**config.mk**
```make
export PLATFORM = sky130hd
export DESIGN_NAME = fft_stage_counter
export DESIGN_NICKNAME = d
export VERILOG_FILES = /design/src/rtl/fft_pkg.sv /design/src/rtl/fft_bfly_addr_gen.sv /design/src/rtl/fft_stage_counter.sv
export SDC_FILE = /design/constraint.sdc
export NUM_CORES = 1
export LEC_CHECK = 0
export CAP_MARGIN = 20
export CORE_AREA = 5 5 42 44
export CTS_BUF_LIST = sky130_fd_sc_hd__clkbuf_4
export DETAILED_ROUTE_END_ITERATION = 6
export DIE_AREA = 0 0 47 49
export DONT_BUFFER_PORTS = 1
export SETUP_SLACK_MARGIN = 0.05
export SLEW_MARGIN = 20
export SYNTH_ARGS = -nofsm -noshare
export SYNTH_HDL_FRONTEND = slang
export SYNTH_HIERARCHICAL = 1
export SYNTH_SLANG_ARGS = --single-unit
```
**constraint.sdc**
```tcl
create_clock -name clk -period 1.65 [get_ports clk]
set_input_delay 0 -clock clk [delete_from_list [all_inputs] [get_ports clk]]
set_output_delay 0 -clock clk [all_outputs]
set_load 0.02 [all_outputs]
```
**src/rtl/fft_pkg.sv**
```systemverilog
// fft_pkg: FSM state encoding, stage-index width helper and FFT size limits shared by the sequencer and memory blocks
package fft_pkg;
  typedef enum logic [1:0] {IDLE, RUN, DONE} state_e;
  localparam int LOG2N_MIN = 2;
  localparam int LOG2N_MAX = 12;
  function automatic int sw_of(input int log2n);
    return (log2n > 2) ? $clog2(log2n) : 1;
  endfunction
endpackage

```
**src/rtl/fft_bfly_addr_gen.sv**
```systemverilog
// fft_bfly_addr_gen: maps (stage, butterfly) to operand and twiddle addresses of an in-place radix-2 FFT
//   stage_i   : stage index 0..LOG2N-1
//   bfly_i    : butterfly index within the stage
//   addr_a_o  : upper-leg data address
//   addr_b_o  : lower-leg data address (addr_a_o + span)
//   tw_addr_o : twiddle ROM address
module fft_bfly_addr_gen import fft_pkg::*; #(
  parameter int LOG2N = 3,
  parameter bit DIF = 1'b0,
  localparam int SW = sw_of(LOG2N)
) (
  input  logic [SW-1:0]    stage_i,
  input  logic [LOG2N-2:0] bfly_i,
  output logic [LOG2N-1:0] addr_a_o,
  output logic [LOG2N-1:0] addr_b_o,
  output logic [LOG2N-2:0] tw_addr_o
);
  localparam logic [SW-1:0] SMAX = SW'(LOG2N - 1);
  logic [SW-1:0]    sh;
  logic [SW-1:0]    tsh;
  logic [LOG2N-1:0] span;
  logic [LOG2N-2:0] pos;
  logic [LOG2N-2:0] grp;
  always_comb begin
    sh = DIF ? SMAX - stage_i : stage_i;
    tsh = DIF ? stage_i : SMAX - stage_i;
    span = LOG2N'(1) << sh;
    pos = bfly_i & (LOG2N-1)'(span - LOG2N'(1));
    grp = bfly_i >> sh;
    // group base is grp*2*span; the span bit of addr_a is always zero, so addr_b never carries out
    addr_a_o = (LOG2N'(grp) << sh << 1) | LOG2N'(pos);
    addr_b_o = addr_a_o + span;
    tw_addr_o = pos << tsh;
  end
endmodule

```
**src/rtl/fft_stage_counter.sv**
```systemverilog
// fft_stage_counter: radix-2 FFT sequencer stepping through every stage and butterfly with start/enable handshake
//   clk, reset : rising-edge clock, synchronous active-high reset
//   start      : begin a pass (honoured in IDLE or DONE)
//   en         : advance one butterfly this cycle
//   stage/bfly : current stage and butterfly index
//   addr_a/addr_b/tw_addr : operand and twiddle addresses, valid only while valid=1
//   valid/last/busy/done  : butterfly present, final butterfly, pass running, sticky completion
module fft_stage_counter import fft_pkg::*; #(
  parameter int LOG2N = 3,
  parameter bit DIF = 1'b0,
  localparam int NB = 1 << (LOG2N - 1),
  localparam int SW = sw_of(LOG2N)
) (
  input  logic             clk,
  input  logic             reset,
  input  logic             start,
  input  logic             en,
  output logic [SW-1:0]    stage,
  output logic [LOG2N-2:0] bfly,
  output logic [LOG2N-1:0] addr_a,
  output logic [LOG2N-1:0] addr_b,
  output logic [LOG2N-2:0] tw_addr,
  output logic             valid,
  output logic             last,
  output logic             busy,
  output logic             done
);
  localparam logic [SW-1:0]    S_LAST = SW'(LOG2N - 1);
  localparam logic [LOG2N-2:0] B_LAST = (LOG2N-1)'(NB - 1);
  state_e           state_q, state_d;
  logic [SW-1:0]    stage_q, stage_d;
  logic [LOG2N-2:0] bfly_q, bfly_d;
  logic             done_q, done_d;
  always_ff @(posedge clk) begin
    if (reset) begin
      state_q <= IDLE;
      stage_q <= '0;
      bfly_q <= '0;
      done_q <= 1'b0;
    end else begin
      state_q <= state_d;
      stage_q <= stage_d;
      bfly_q <= bfly_d;
      done_q <= done_d;
    end
  end
  always_comb begin
    state_d = state_q;
    stage_d = stage_q;
    bfly_d = bfly_q;
    done_d = done_q;
    case (state_q)
      IDLE, DONE: if (start) begin
        state_d = RUN;
        stage_d = '0;
        bfly_d = '0;
        done_d = 1'b0;
      end
      RUN: if (en) begin
        // NB is a power of two, so the increment wraps to 0 after the last butterfly
        bfly_d = bfly_q + 1'b1;
        if (bfly_q == B_LAST) begin
          stage_d = (stage_q == S_LAST) ? '0 : stage_q + 1'b1;
          state_d = (stage_q == S_LAST) ? DONE : RUN;
          done_d = (stage_q == S_LAST);
        end
      end
      default: state_d = IDLE;
    endcase
  end
  assign stage = stage_q;
  assign bfly = bfly_q;
  assign valid = (state_q == RUN);
  assign busy = valid;
  assign last = valid & (stage_q == S_LAST) & (bfly_q == B_LAST);
  assign done = done_q;
  fft_bfly_addr_gen #(.LOG2N(LOG2N), .DIF(DIF)) u_addr_gen (
    .stage_i  (stage_q),
    .bfly_i   (bfly_q),
    .addr_a_o (addr_a),
    .addr_b_o (addr_b),
    .tw_addr_o(tw_addr)
  );
endmodule
```
==> metrics.yaml <==
status: "complete, but fails checks"
violations: "negative setup slack"
ys.flop_type: "dfxtp_1"
ir_worst_vdd_uv: 426
grt_pass1_wl_um: 1900
finalCritPeriodShare_pct: 109
routabilityCongestion: 0.785
die_h_um: 49
initial_utilization_pct: 35.8
synthDistinctLibCells: 28
hold_viol: 0
drive_above_1_share_pct: 40.8
vias: 488
netlist_area_um2: 502
grt_start_max_net_pins: 10
drtIter0Drc: 4
dieArea_um2: 2300
drc: 0
n_fill_cell: 139
antenna_found_initial: 0
syn_inst: 58
finalClockSkew_ns: 0.000968
grt_pass1_vias: 448
netlist.area_leader.share_pct: 27.9
cts_buffers: 3
powerDensity_nw_per_um2: 566
synth_edf_count: 0
crit_path_end_kind: "output pin"
insertion_delay_ns: 0.25
routed_via_density: 5.30
htreeDepth: 1
gr-total-overflow: 0
yosysWarnings: 6
yosysTopAreaCell: "dfxtp_1"
yosysSeqAreaShare_pct: 27.9
rows: 14
final_nets: 85
syn_nets: 66
fin_util_pct: 51.5
synth.most_common_cell: "dfxtp_1"
crit_arrival_ns: 1.80
hold_path_class: "in2reg"
critPathKind: "reg2out"
max_freq_ghz: 0.557
wl_per_cell_um: 13.3
cts_tree: "yes"
grt_usage_pct: 11.3
regArea_um2: 148
io-pin-count: 20
holdWs_ns: 0.0132
drt-total-wl_um: 1230
start_kind: "register"
setup_violations: 2
clockBufferDepth: 2
required_ns: 1.65
slew_viol_final: 0
p_leak_nw: 0.293
synthArstFlopShare_pct: 0
hpwlAfterDp_um: 913
drt_first_pass_iters: 4
root_buffer: "clkbuf_4"
core_um2: 1400
maxCapViolations: 0
avgSynthCellArea_um2: 8.65
ys_ff_latch: 7
antennaDiodeCount: 0
critical_path.max_fanout: 4
cts.sinks: 7
final_antenna_net_count: 0
layout_setup_ws_ns: -0.147
clk_pin_slew_ns: 0.05
rsz0062_at_grt: "yes"
dieWidth_um: 47
period_needed_ns: 1.80
syn2layout_area_growth_pct: 43.9
synth_area_leaders: "dfxtp_1, ha_1, or3b_1"
io_buffers: 0
yosys-top-cells-count: "dfxtp_1, a21oi_1, nand3_1"
multi_input_area_um2: 387
-- metrics by stage --
| stage | setup TNS (ns) | power [mW] | setup slack [ns] | instance area [um^2] | instances |
|---|---|---|---|---|---|
| final | -0.286 | 0.409 | -0.147 | 722 | 92 |
| after global routing | -0.449 | 0.440 | -0.238 | 722 | 92 |
| after CTS | -0.368 | 0.412 | -0.208 | 709 | 92 |
| after detailed placement | 0 | 0.233 | 0.0480 | 627 | 84 |
| after global placement | 0 | 0.232 | 0.0730 | 627 | 84 |
| after floorplan | 0 | 0.222 | 0.135 | 532 | 58 |
-- logic make-up (layout without fill, tap and decap cells) --
| kind of cell | after synthesis | after routing | synth area share (%) |
|---|---|---|---|
| and+or+nand+nor | 29 | 29 | 36.9 |
| buffers and inverters | 4 | 22 | 4.49 |
| adders and majority gates | 4 | 4 | 11.5 |
| AOI/OAI and AO/OA | 11 | 11 | 15.0 |
| other | 1 | 1 | 0.747 |
| xor gates and xnor gates | 2 | 2 | 3.49 |
| DFF | 7 | 7 | 27.9 |
-- placed cells by master (no fill, tap or decap), types with 2 or more instances in the layout --
master / Yosys / routed
nor2b_1: 3 / 3
nand3_1: 5 / 5
a31oi_1: 2 / 2
or3b_1: 3 / 3
clkbuf_4: 0 / 4
dfxtp_4: 0 / 2
a21oi_1: 5 / 5
buf_4: 2 / 13
dfxtp_1: 7 / 5
ha_4: 0 / 2
nand2b_1: 2 / 2
nor2_1: 2 / 2
dlygate4sd3_1: 0 / 3
nand2_1: 4 / 4
nand4b_1: 2 / 2
-- area by class of cell --
class / count / share of cell area (%)
tap: 16 / 2.77
multi-input combinational: 47 / 53.6
timing repair buffer: 16 / 17.7
sequential: 7 / 20.5
inverter: 2 / 1.39
clock buffer: 4 / 4.16
-- state kept, by name, summed over array words and instances (netlist names) --
| name | flops |
|---|---|
| stage | 2 |
| bfly | 2 |
| done | 1 |
| state_q | 2 |
-- final timing paths --
kind / start / end / slack, ns / cells after the start
worst max register to register: bfly[1]$_SDFFE_PP0P_ / stage[1]$_SDFFE_PP0P_ / 0.23 / 4
worst min register to register: state_q[1]$_SDFFE_PP0P_ / state_q[1]$_SDFFE_PP0P_ / 0.49 / 2
worst max-delay path: stage[0]$_SDFFE_PP0P_ / addr_b[2] / -0.15 / 6
worst min-delay path: start / state_q[0]$_SDFFE_PP0P_ / 0.01 / 2
-- what timing repair did --
| item | in CTS | in global routing |
|---|---|---|
| hold buffers | 3 | 0 |
| buffers inserted | 1 | 0 |
| pin swaps | 4 | 3 |
| endpoints found under the hold margin | 7 | 0 |
| endpoints found under the setup margin | 2 | 3 |
| gates resized for setup | 5 | 2 |
| cloned | 0 | 0 |
-- routing by layer --
metal  wire (um)  global-route usage [%]  vias to the layer above
li1            -                       -                      243
met1         479                    13.3                      226
met2         619                    17.2                       17
met3         122                    4.43                        2
met4           6                    5.53                        0
met5           0                       0                        -
-- power by group --
group / internal (mW) / total (mW) / switching (mW)
registers: 0.170 / 0.175 / 0.00567
logic: 0.0274 / 0.0626 / 0.0352
clock network: 0.109 / 0.171 / 0.0620
total: 0.306 / 0.409 / 0.103
-- critical path, stage by stage, from the launching register on --
cell	delay, ns
dfxtp_4	0.38
inv_4	0.04
ha_4	0.15
xnor2_1	0.12
a32o_2	0.25
fa_2	0.38
xnor2_4	0.22
Note: power is estimated with default switching activity, not from simulation.
